===== src/rtl/itype_exec_unit_pkg.sv =====
// Shared definitions for the RV OP-IMM execution unit: opcode/funct3 codes,
// controller states, shifter step kinds and the shift-amount width helper.
package itype_exec_unit_pkg;

    localparam logic [6:0] OPCODE_OP_IMM = 7'b0010011;

    localparam logic [2:0] F3_ADDI  = 3'b000;
    localparam logic [2:0] F3_SLLI  = 3'b001;
    localparam logic [2:0] F3_SLTI  = 3'b010;
    localparam logic [2:0] F3_SLTIU = 3'b011;
    localparam logic [2:0] F3_XORI  = 3'b100;
    localparam logic [2:0] F3_SRXI  = 3'b101;
    localparam logic [2:0] F3_ORI   = 3'b110;
    localparam logic [2:0] F3_ANDI  = 3'b111;

    typedef enum logic [1:0] {
        ST_IDLE  = 2'd0,
        ST_SHIFT = 2'd1,
        ST_HOLD  = 2'd2
    } state_e;

    typedef enum logic [1:0] {
        SH_SLL = 2'd0,
        SH_SRL = 2'd1,
        SH_SRA = 2'd2
    } shift_e;

    function automatic int shamt_w(input int xlen);
        if (xlen == 32'sd64) begin
            return 32'sd6;
        end else begin
            return 32'sd5;
        end
    endfunction

endpackage


===== src/rtl/itype_exec_unit_alu.sv =====
// Combinational OP-IMM datapath: decode, legality, one-shot result and a
// single-bit shift step used by the iterative shifter.
module itype_alu
    import itype_exec_unit_pkg::*;
#(
    parameter int XLEN = 32,
    localparam int SHAMT_W = shamt_w(XLEN)
) (
    input  logic [6:0]         opcode,
    input  logic [2:0]         funct3,
    input  logic [11:0]        imm12,
    input  logic [XLEN-1:0]    rs1_data,
    output logic [XLEN-1:0]    result,
    output logic               illegal,
    output logic               is_shift,
    output logic [SHAMT_W-1:0] shamt,
    output shift_e             shift_kind,
    input  logic [XLEN-1:0]    step_in,
    input  shift_e             step_kind,
    input  logic               step_fill,
    output logic [XLEN-1:0]    step_out
);

    // At XLEN=64 instr[25] is the top shamt bit, so it is excluded from funct7.
    localparam logic [6:0] F7_MASK = (XLEN == 64) ? 7'b1111110 : 7'b1111111;

    logic [XLEN-1:0] imm_s;
    logic [XLEN-1:0] raw_s;
    logic [6:0]      f7_chk_s;
    logic            bad_f7_s;

    assign imm_s    = {{(XLEN-12){imm12[11]}}, imm12};
    assign shamt    = imm12[SHAMT_W-1:0];
    assign f7_chk_s = imm12[11:5] & F7_MASK;

    // Operation select and shift-encoding legality.
    always_comb begin
        raw_s      = {XLEN{1'b0}};
        bad_f7_s   = 1'b0;
        is_shift   = 1'b0;
        shift_kind = SH_SLL;
        case (funct3)
            F3_ADDI:  raw_s = rs1_data + imm_s;
            F3_SLTI:  raw_s = {{(XLEN-1){1'b0}}, ($signed(rs1_data) < $signed(imm_s))};
            F3_SLTIU: raw_s = {{(XLEN-1){1'b0}}, (rs1_data < imm_s)};
            F3_XORI:  raw_s = rs1_data ^ imm_s;
            F3_ORI:   raw_s = rs1_data | imm_s;
            F3_ANDI:  raw_s = rs1_data & imm_s;
            F3_SLLI: begin
                is_shift   = 1'b1;
                shift_kind = SH_SLL;
                bad_f7_s   = (f7_chk_s != 7'b0000000);
                raw_s      = rs1_data << shamt;
            end
            F3_SRXI: begin
                is_shift = 1'b1;
                bad_f7_s = ((f7_chk_s & 7'b1011111) != 7'b0000000);
                if (imm12[10]) begin
                    shift_kind = SH_SRA;
                    raw_s      = XLEN'($signed(rs1_data) >>> shamt);
                end else begin
                    shift_kind = SH_SRL;
                    raw_s      = rs1_data >> shamt;
                end
            end
            default: bad_f7_s = 1'b1;
        endcase
    end

    assign illegal = bad_f7_s | (opcode != OPCODE_OP_IMM);
    assign result  = illegal ? {XLEN{1'b0}} : raw_s;

    // One-bit shift step; arithmetic steps refill with the operand's original sign.
    always_comb begin
        case (step_kind)
            SH_SLL:  step_out = {step_in[XLEN-2:0], 1'b0};
            SH_SRL:  step_out = {1'b0, step_in[XLEN-1:1]};
            SH_SRA:  step_out = {step_fill, step_in[XLEN-1:1]};
            default: step_out = step_in;
        endcase
    end

endmodule


===== src/rtl/itype_exec_unit.sv =====
// RV I-type (OP-IMM) execution unit with valid/ready handshakes on both sides
// and an optional one-bit-per-cycle shifter.
module itype_exec_unit
    import itype_exec_unit_pkg::*;
#(
    parameter int XLEN         = 32,
    parameter int SERIAL_SHIFT = 0
) (
    input  logic            clk,
    input  logic            rst,
    input  logic            in_valid,
    output logic            in_ready,
    input  logic [31:0]     instr,
    input  logic [XLEN-1:0] rs1_data,
    output logic            out_valid,
    input  logic            out_ready,
    output logic [XLEN-1:0] result,
    output logic [4:0]      rd,
    output logic            illegal,
    output logic            busy
);

    localparam int SHAMT_W = shamt_w(XLEN);

    state_e              state_r, state_n;
    logic [XLEN-1:0]     result_r, result_n;
    logic [4:0]          rd_r, rd_n;
    logic                illegal_r, illegal_n;
    logic [XLEN-1:0]     shreg_r, shreg_n;
    logic [SHAMT_W-1:0]  cnt_r, cnt_n;
    shift_e              kind_r, kind_n;
    logic                fill_r, fill_n;
    logic                out_valid_r;
    logic                busy_r;

    logic [XLEN-1:0]     alu_result_s;
    logic                alu_illegal_s;
    logic                alu_is_shift_s;
    logic [SHAMT_W-1:0]  alu_shamt_s;
    shift_e              alu_kind_s;
    logic [XLEN-1:0]     step_in_s;
    shift_e              step_kind_s;
    logic                step_fill_s;
    logic [XLEN-1:0]     step_out_s;
    logic                in_shift_s;
    logic [SHAMT_W-1:0]  cnt_dec_s;
    logic                accept_s;
    logic                out_xfer_s;
    logic                serial_go_s;
    logic                unused_rs1_field_s;

    itype_alu #(.XLEN(XLEN)) u_alu (
        .opcode     (instr[6:0]),
        .funct3     (instr[14:12]),
        .imm12      (instr[31:20]),
        .rs1_data   (rs1_data),
        .result     (alu_result_s),
        .illegal    (alu_illegal_s),
        .is_shift   (alu_is_shift_s),
        .shamt      (alu_shamt_s),
        .shift_kind (alu_kind_s),
        .step_in    (step_in_s),
        .step_kind  (step_kind_s),
        .step_fill  (step_fill_s),
        .step_out   (step_out_s)
    );

    assign unused_rs1_field_s = ^instr[19:15];

    // The single step helper serves the accept edge (rs1) and every SHIFT cycle.
    assign in_shift_s  = (state_r == ST_SHIFT);
    assign step_in_s   = in_shift_s ? shreg_r : rs1_data;
    assign step_kind_s = in_shift_s ? kind_r : alu_kind_s;
    assign step_fill_s = in_shift_s ? fill_r : rs1_data[XLEN-1];
    assign cnt_dec_s   = (in_shift_s ? cnt_r : alu_shamt_s) - SHAMT_W'(1);

    assign serial_go_s = (SERIAL_SHIFT != 0) && alu_is_shift_s && !alu_illegal_s
                         && (alu_shamt_s != {SHAMT_W{1'b0}});

    // Input readiness per controller state.
    always_comb begin
        case (state_r)
            ST_IDLE:  in_ready = 1'b1;
            ST_HOLD:  in_ready = out_ready;
            ST_SHIFT: in_ready = 1'b0;
            default:  in_ready = 1'b0;
        endcase
    end

    assign accept_s   = in_valid & in_ready;
    assign out_xfer_s = out_valid_r & out_ready;

    // Next-state: an accept (IDLE or back-to-back from HOLD) loads the new op.
    always_comb begin
        state_n   = state_r;
        result_n  = result_r;
        rd_n      = rd_r;
        illegal_n = illegal_r;
        shreg_n   = shreg_r;
        cnt_n     = cnt_r;
        kind_n    = kind_r;
        fill_n    = fill_r;
        if (accept_s) begin
            rd_n      = instr[11:7];
            illegal_n = alu_illegal_s;
            if (serial_go_s) begin
                kind_n  = alu_kind_s;
                fill_n  = rs1_data[XLEN-1];
                shreg_n = step_out_s;
                cnt_n   = cnt_dec_s;
                if (cnt_dec_s == {SHAMT_W{1'b0}}) begin
                    result_n = step_out_s;
                    state_n  = ST_HOLD;
                end else begin
                    state_n  = ST_SHIFT;
                end
            end else begin
                result_n = alu_result_s;
                cnt_n    = {SHAMT_W{1'b0}};
                state_n  = ST_HOLD;
            end
        end else begin
            case (state_r)
                ST_SHIFT: begin
                    shreg_n = step_out_s;
                    cnt_n   = cnt_dec_s;
                    if (cnt_dec_s == {SHAMT_W{1'b0}}) begin
                        result_n = step_out_s;
                        state_n  = ST_HOLD;
                    end else begin
                        state_n  = ST_SHIFT;
                    end
                end
                ST_HOLD: begin
                    if (out_xfer_s) begin
                        state_n = ST_IDLE;
                    end else begin
                        state_n = ST_HOLD;
                    end
                end
                ST_IDLE:  state_n = ST_IDLE;
                default:  state_n = ST_IDLE;
            endcase
        end
    end

    // State and output registers; reset discards any in-flight or pending result.
    always_ff @(posedge clk) begin
        if (rst) begin
            state_r     <= ST_IDLE;
            result_r    <= {XLEN{1'b0}};
            rd_r        <= 5'd0;
            illegal_r   <= 1'b0;
            shreg_r     <= {XLEN{1'b0}};
            cnt_r       <= {SHAMT_W{1'b0}};
            kind_r      <= SH_SLL;
            fill_r      <= 1'b0;
            out_valid_r <= 1'b0;
            busy_r      <= 1'b0;
        end else begin
            state_r     <= state_n;
            result_r    <= result_n;
            rd_r        <= rd_n;
            illegal_r   <= illegal_n;
            shreg_r     <= shreg_n;
            cnt_r       <= cnt_n;
            kind_r      <= kind_n;
            fill_r      <= fill_n;
            out_valid_r <= (state_n == ST_HOLD);
            busy_r      <= (state_n != ST_IDLE);
        end
    end

    assign out_valid = out_valid_r;
    assign result    = result_r;
    assign rd        = rd_r;
    assign illegal   = illegal_r;
    assign busy      = busy_r;

endmodule


===== config.mk =====
export PLATFORM = sky130hd
export DESIGN_NAME = itype_exec_unit
export DESIGN_NICKNAME = d
export VERILOG_FILES = /design/src/rtl/itype_exec_unit_pkg.sv /design/src/rtl/itype_exec_unit_alu.sv /design/src/rtl/itype_exec_unit.sv
export SDC_FILE = /design/constraint.sdc
export NUM_CORES = 1
export LEC_CHECK = 0
export CORE_UTILIZATION = 45
export CTS_CLUSTER_DIAMETER = 80
export DETAILED_ROUTE_END_ITERATION = 10
export PLACE_DENSITY = 0.66
export RECOVER_POWER = 50
export SETUP_SLACK_MARGIN = 0.2
export SKIP_CTS_REPAIR_TIMING = 1
export SKIP_LAST_GASP = 1
export SYNTH_ARGS = -nofsm -noshare
export SYNTH_HDL_FRONTEND = slang
export SYNTH_SLANG_ARGS = --single-unit

===== constraint.sdc =====
create_clock -name clk -period 3.9 [get_ports clk]
set_input_delay 0.78 -clock clk [delete_from_list [all_inputs] [get_ports clk]]
set_output_delay 0.78 -clock clk [all_outputs]
set_load 0.02 [all_outputs]

After elaboration in Yosys (flattened, before gate mapping)
Cells that the tools add are included.
- add/sub/neg operators: 2
- order comparisons: 2
- equality and inequality tests: 13
- shifts and indexed selects: 3
- mux-type cells: 17
- bitwise logic cells: 7
- reduce and logical (&&, ||, !) cells: 13
- operators by type and width (cell ; number):
    case mux 32 bit (8 select lines) ; 1
    two-way mux 32 bit ; 5
    case mux 32 bit (2 select lines) ; 1
    adder 32 bit ; 1
    AND 32 bit ; 1
    < comparator 32 x 12 -> 1 bit ; 1
    < comparator 32 bit ; 1
    OR 32 bit ; 1
    left shift 32 x 5 -> 32 bit ; 1
    >> shifter 32 x 5 -> 32 bit ; 1
    >>> shifter 32 x 5 -> 32 bit ; 1
    bitwise XOR 32 bit ; 1
    nonzero test 7 bit ; 2
    equality test 3 bit, second input constant ; 4
    two-way mux 2 bit ; 6
    inequality test 7 x 5 -> 1 bit, second input constant ; 1
    equality test 2 bit, second input constant ; 3
    equality test 3 x 2 -> 1 bit, second input constant ; 2
    nonzero test 2 bit ; 3
    zero test 5 bit ; 1
    two-way mux 5 bit ; 1
    subtractor 5 x 1 -> 5 bit, second input constant ; 1
    equality test 2 x 1 -> 1 bit, second input constant ; 2
    zero test 2 bit ; 2
    9 further kinds ; 13
- register bits after elaboration: 79
- input bits: 68
- output and inout port bits: 41
- word-level logic and storage cells: 65

Depth between registers and ports, before layout
Gate-level depths: netlist of the first run.
- word-level depth: 9
- depth in mapped cells: 18
- gate-level depth less buffers: 14

Cells and area by module
A second synthesis of the first run with hierarchy kept.
- cells, all modules: 1687
- area, all modules: 12580.8 µm²
- by module, submodules not included (module ; times used ; cells an instance ; area an instance (µm²) ; seq. area each (µm²)):
    itype_alu ; 1 ; 1304 ; 8554.5 ; 0.0
    itype_exec_unit ; 1 ; 383 ; 4026.4 ; 1581.5

Worst setup path before layout of the first run
No wires, ideal clock.
- kind: input -> register
- from: input instr[31]
- to: register result_r[22] (netlist: result[22])
- arrival: 3562 ps
- slack: 208 ps
- stages on the path: 10
- cells stage by stage: inv_1 > ha_1 > clkbuf_1 > a41oi_1 > o21ai_0 > a21oi_1 > a21oi_1 > o211a_1 > o41ai_1 > a21oi_1
- longest elaborated chain between the ends: 5
- elaborated cells between the ends (all ways): 11
- RTL lines (element ; RTL line ; source):
    start, declared ; itype_exec_unit.sv:13 ; input logic [31:0] instr,
    parallel branches: the longest is 3 deep, another holds adder 32 bit ; -- ;
    two-way mux 32 bit (*) ; itype_exec_unit_alu.sv:71 ; assign result = illegal ? {XLEN{1'b0}} : raw_s;
    two-way mux 32 bit (*) ; itype_exec_unit.sv:103 ; if (accept_s) begin
    end signal, assigned ; itype_exec_unit.sv:151 ; result_r <= {XLEN{1'b0}};
    end signal, assigned ; itype_exec_unit.sv:162 ; result_r <= result_n;
    end, declared ; itype_exec_unit.sv:26 ; logic [XLEN-1:0] result_r, result_n;
Every way passes the cells marked *.
A chain may end at the register's enable or synchronous reset.

Worst setup path in the final report of the first run
- from: input instr[31]
- to: register result_r[30] (netlist: result[30])
The elaborated chain is that of the path after synthesis.

==> summary.txt, run 1 <==
Worst setup path
  – Cells on worst reg2reg path: 12
  – R2R Path End: result[10]
  – Setup Crit Path Kind: primary input to register
  – Crit-path cells: clkdlybuf4s50_1 -> inv_1 -> buf_12 -> ha_1 -> a21oi_1 -> o21ai_0 -> a21oi_1 -> buf_4 -> a2111oi_4 -> o211ai_1 -> a31oi_1 -> nor3b_1
  – CP Max Fanout: 27
  – CP bufs+invs: 4
  – CP Capture Type: register
  – Critical path's top delay family: compound AO/OA/AOI/OAI gates
  – Req. time, crit path: approximately 4200 ps
  – CP max stage delay: 480 ps
  – Critical Path Most Common Cell: a21oi_1
  – Slowest-stage cell, CP: clkdlybuf4s50_1
  – Register-to-register setup slack: about 450 ps
  – Worst Path Arrival: ~3800 ps
  – RR Startpoint: state_r[1]
  – Crit path depth: 12
  – CP Launch Type: primary input

Timing
  – Slew @ Worst Pin: 819.5 ps
  – RSZ-0062 raised after global routing: false
  – Slew Limit Fails: 0
  – Clk_skew: around 8.7 ps
  – Period minus WS final: roughly 3500 ps
  – Post-route setup TNS: 0 ps
  – Slew Limit Headroom: 0.4479
  – Max Freq: 284.5 MHz
  – Setup Viol. Count Final: 0
  – Final Cycle Share: 0.9014
  – Count of final hold-check violations: 0

Final layout
  – Fin area: 13,780 um^2
  – ANT cells: 0
  – Final Core Density: 0.5489
  – Area grow syn2layout: 20.15%
  – Most frequent cells in the layout: nor2_1, buf_4, a21oi_1
  – Final #Nets: ~1,800
  – Share of cells above drive strength 1: 0.1331
  – Commonest non-fill, non-tap cell in the layout: nor2_1
  – Fin cells: between 1,500 and 2,000

Drt
  – Vias: around 13,000
  – Vias/cell: 6.350
  – DR iter-0 viols: roughly 1,300
  – Post-Route WL: around 46,000 um
  – DR WL/cell: 22.98 um
  – Detailed Routing Iterations Pass 1: 8
  – Routed Antenna Nets: 0
  – Detailed-route DRC error count: 2

Power and ir drop
  – Leakage: ~5.6 nW
  – P_sw: 1.219 mW
  – Clock share of power: 0.283
  – Comb power frac: 0.454
  – Sequential power share: 0.263
  – Pint: between 1.5 and 2 mW
  – Overall Power: 3.197 mW
  – Switching Share: 0.3812
  – PwrDens: around 230 nW/um^2
  – Peak VDD IR: between 0.00015 and 0.0002 V

Clock tree
  – Count of clock tree sinks: just under 80
  – Largest buffer count on any clock path: 2
  – Root Buffer: clkbuf_16
  – Clock slew at reported path FFs: 60 ps
  – Worst-Skew Late Latency: approximately 340 ps
  – CTS tree: yes
  – H-tree levels: 3
  – CTS buffer count: 9

Logic synthesis
  – Warnings from Yosys: 0
  – Post-synth EDFFs: 0
  – Post-synth ARST share: 0
  – Synth top area share: 0.1379
  – Syn_area_per_cell: 7.502 um^2
  – Number of library cell types mapped by synthesis: 79
  – Mapped Cells: between 1,500 and 2,000
  – Syn_nets: ~1,700
  – Cell taking the most area after synthesis: dfxtp_1
  – Post-synthesis cell area: 11,470 um^2
  – Top post-synthesis cells by area: dfxtp_1, ha_1, mux4_2
  – Flops & latches, synth: just under 80
  – Register area share after synthesis: 0.1379
  – Top_reg_cell synth: dfxtp_1

Flow run
  – Max Cap Viol: 0

Place
  – Post-DP Area: about 13,000 um^2
  – Placed insts: ~2,000
  – DP HPWL: about 36,000 um
  – Port-buffer cells: approximately 100
  – Placer Congestion: approximately 1.0

Die
  – Die ar.: about 26,000 um^2
  – Core Area: between 20,000 and 30,000 um^2
  – Rows: between 50 and 60
  – Top Ports: roughly 110
  – Die X-Extent: 161.7 um
  – Die height: 161.7 um
  – Starting Density: 0.4568

GRT
  – Met2 Track Usage GR: 0.5488
  – First-pass GRT wire length: ~70,000 um
  – GRT Residual Overflow: 0
  – Total GRT Usage: 0.3500
  – Global routing usage on met1: 0.4777
  – Initial antenna violation count: 0
  – Vias in the first global route: around 12,000
  – Busiest grt layer: met2
  – GRT met3 Usage: 0.05669
  – Pin count of the biggest net entering global routing: 80

Status
  – Status: complete, but fails checks
  – Failing checks: DRC

Worst hold path
  – Hold_sp: rd[3]
  – Hold path endpoint: rd[3]
  – Worst min-delay path class: register to register
  – Worst Hold Depth: 2
[sequential cells by signal, indices dropped and copies added, names as in the netlist]
| signal | cells |
|---|---|
| busy | 1 |
| shreg_r | 32 |
| result | 32 |
| cnt_r | 5 |
| rd | 5 |
| state_r | 2 |
| out_valid | 1 |
| illegal | 1 |
[worst reg2reg max path: stages, from the launching register on]
cell	delay [ps]
dfxtp_1	320
inv_1	100
ha_1	540
mux2i_1	310
ha_1	210
xnor2_1	120
o2111a_1	260
nand3_1	170
buf_4	270
nand2_1	350
buf_4	250
nor2_1	50
a2111oi_0	360
[synthesized netlist by cell type, drive strengths merged (10+ instances only)]
master / n
nor2: 233
a21oi: 127
o21ai: 125
nand2: 116
ha: 105
clkbuf: 89
dfxtp: 79
mux2i: 76
inv: 68
mux4: 55
buf: 40
nor3: 37
a22oi: 36
a211oi: 34
nand3: 24
o22ai: 18
o211ai: 17
o21bai: 17
xnor2: 16
a21o: 15
a31oi: 12
o221ai: 12
mux2: 11
a211o: 10
and3: 10
or3: 10
[layout make-up]
cell class,count,area [um^2]
Clock inverter,5,81.33
Clock buffer,11,232.7
Multi-Input combinational cell,1252,9071
Sequential cell,79,1582
Timing Repair Buffer,244,2143
Inverter,69,259.0
Fill cell,2492,11330
Tap cell,330,412.9
[metrics by stage]
step	setup slack, ps	hold slack (ps)
3_5_place_dp	87.36	447.7
5_1_grt	193.8	481.1
3_3_place_gp	94.00	441.5
4_1_cts	400.8	456.5
6_report	384.7	450.7
2_1_floorplan	207.8	466.7
[layer usage]
layer,up-vias,routed length (um)
met5,-,0
met2,617,20470
met4,0,1898
met3,97,3893
met1,6019,19470
li1,5904,-
[cell families (layout without fill, tap and decap cells)]
kind of cell	after synthesis	count (layout)	synth area share
AOI/OAI and AO/OA	503	503	0.2848
DFF	79	79	0.1379
buffers and inverters	198	329	0.07275
adders and majority gates	106	106	0.1163
muxes	142	142	0.1897
xor gates and xnor gates	23	23	0.01756
and+or+nand+nor	478	478	0.1811
[worst max path at each step]
stage                          from         end  slack [ps]
after floorplan           instr[31]  result[22]         210
after global placement    instr[26]  result[30]          90
after detailed placement  instr[26]  result[30]          90
after CTS                 instr[26]  result[30]         400
after global routing      instr[13]  result[28]         190
final                     instr[31]  result[30]         380
[power by group through the flow]
stage	registers [mW]	clock network, mW	logic [mW]
detailed placement	0.861	0	1.42
global route	0.844	0.961	1.56
CTS	0.843	0.915	1.43
floorplan	0.884	0	0.821
global placement	0.860	0	1.41
finish	0.842	0.904	1.45
No activity file was read; power rests on OpenSTA's default activity.
==> inputs of run 2 (changes only) <==
--- a/config.mk
+++ b/config.mk
@@ -5,10 +5,10 @@
 export SDC_FILE = /design/constraint.sdc
 export NUM_CORES = 1
 export LEC_CHECK = 0
-export CORE_UTILIZATION = 45
+export CORE_UTILIZATION = 35
 export CTS_CLUSTER_DIAMETER = 80
 export DETAILED_ROUTE_END_ITERATION = 10
-export PLACE_DENSITY = 0.66
+export PLACE_DENSITY = 0.53
 export RECOVER_POWER = 50
 export SETUP_SLACK_MARGIN = 0.2
 export SKIP_CTS_REPAIR_TIMING = 1
==> run 2 against run 1 <==
Net effect:
- total power is 0.16% higher
- die area is 28% higher
- the flow now finishes without violations
- design area is 1.5% higher
- clock-buffer cell count stayed put
==> summary.txt, run 2 (synthesis results as in run 1) <==
Place
  – Port-buffer cells: 103
  – Placer Congestion: roughly 0.99
  – Dpl ws: -10.36 ps
  – Post-DP Area: roughly 14,000 um^2
  – DP HPWL: about 37,000 um
  – Placed insts: about 2,100

Worst setup path
  – Crit-path cells: clkdlybuf4s50_1 -> buf_4 -> mux4_1 -> mux2i_1 -> mux2i_1 -> a2111oi_0 -> and3_1 -> a2111oi_0 -> o21ai_1 -> nor2_1
  – Worst Path Arrival: 3800 ps
  – CP Capture Type: register
  – CP max stage delay: around 700 ps
  – CP Launch Type: primary input
  – Req. time, crit path: roughly 4100 ps
  – Slowest-stage cell, CP: a2111oi_0
  – Setup Crit Path Kind: primary input to register
  – CP Max Fanout: 8

GRT
  – Total GRT Usage: 0.2854
  – Pin count of the biggest net entering global routing: 95
  – Initial antenna violation count: 0
  – First-pass GRT wire length: approximately 73,000 um
  – GRT Residual Overflow: 0
  – Vias in the first global route: approximately 12,000

Timing
  – Max Freq: 280.7 MHz
  – Hold slack: between 400 and 500 ps
  – Slew Limit Fails: 0
  – Clk_skew: roughly 10 ps
  – Count of final hold-check violations: 0
  – Slew @ Worst Pin: approximately 1000 ps
  – Period minus WS final: 3562 ps
  – Setup Viol. Count Final: 0
  – Slew Limit Headroom: 0.3153
  – Final Cycle Share: 0.9134
  – RSZ-0062 raised after global routing: false
  – Final WS setup: 337.8 ps

Clock tree
  – Root Buffer: clkbuf_16
  – Largest buffer count on any clock path: 2
  – CTS tree: yes
  – Worst-Skew Late Latency: 340 ps
  – Count of clock tree sinks: between 70 and 80
  – Clock slew at reported path FFs: approximately 70 ps
  – CTS buffer count: 9
  – H-tree levels: 3

Die
  – Die ar.: 33,500 um^2
  – Rows: 65
  – Die height: approximately 180 um
  – Die X-Extent: approximately 180 um
  – Starting Density: 0.3598
  – Top Ports: around 110
  – Core Area: between 30,000 and 40,000 um^2

Status
  – Status: finished, final reports clean

Power and ir drop
  – Peak VDD IR: roughly 0.00023 V
  – PwrDens: around 230 nW/um^2
  – Leakage: around 5.6 nW
  – Overall Power: approximately 3.2 mW

Final layout
  – Final #Nets: around 1,800
  – Commonest non-fill, non-tap cell in the layout: nor2_1
  – Fin cells: roughly 2,100
  – Fin area: around 14,000 um^2
  – ANT cells: 0
  – Area grow syn2layout: 21.91%
  – Most frequent cells in the layout: nor2_1, buf_4, a21oi_1
  – Share of cells above drive strength 1: 0.1380

Drt
  – Detailed-route DRC error count: 0
  – Vias: roughly 13,000
  – DR iter-0 viols: ~1,500
  – DR WL/cell: around 23 um
  – Vias/cell: slightly below 6
  – Routed Antenna Nets: 0
  – Post-Route WL: about 48,000 um
  – Detailed Routing Iterations Pass 1: 8

Flow run
  – Max Cap Viol: 0

Worst hold path
  – Worst min-delay path class: register to register
==> run 2: worst paths after layout <==
kind	from	to	slack, ps	depth (start not counted)
setup reg to reg	state_r[1]	result[10]	580	12
setup / recovery	rs1_data[12]	result[24]	340	10
hold / removal	rd[0]	rd[0]	450	2
hold reg to reg	rd[0]	rd[0]	450	2
==> run 2: where the power goes <==
group / switching, mW / internal (mW) / total [mW]
registers: 0.0122 / 0.829 / 0.841
logic: 0.875 / 0.599 / 1.47
clock network: 0.350 / 0.536 / 0.887
total: 1.24 / 1.96 / 3.20
==> run 2: metrics by stage <==
step | util | TNS, ps
finish | 0.4387 | 0
global route | 0.4387 | 0
CTS | 0.4390 | 0
detailed placement | 0.4291 | -10.36
global placement | 0.4291 | -23.86
floorplan | - | 0
==> run 2: critical path, delay by kind of cell <==
kind / cells / cell delay [ps]
buffers and inverters: 2 / 770
AOI/OAI and AO/OA: 3 / 880
and+or+nand+nor: 2 / 300
muxes: 3 / 1080
==> run 2: layout make-up <==
type	instances	area, um^2
well taps	435	544.3
clock buffers	11	252.7
multi-input cells	1252	9060
flip-flops and latches	79	1582
repair buffers	251	2223
inverters	69	259.0
clock inverters	5	63.81
fillers	3323	17900
==> run 2: routing by layer <==
layer	GRT usage	part of all wire	vias up
met2	0.4531	0.45	488
met5	0	0	-
met4	0.08367	0.029	0
met3	0.04388	0.065	69
li1	-	-	5923
met1	0.3976	0.45	6051
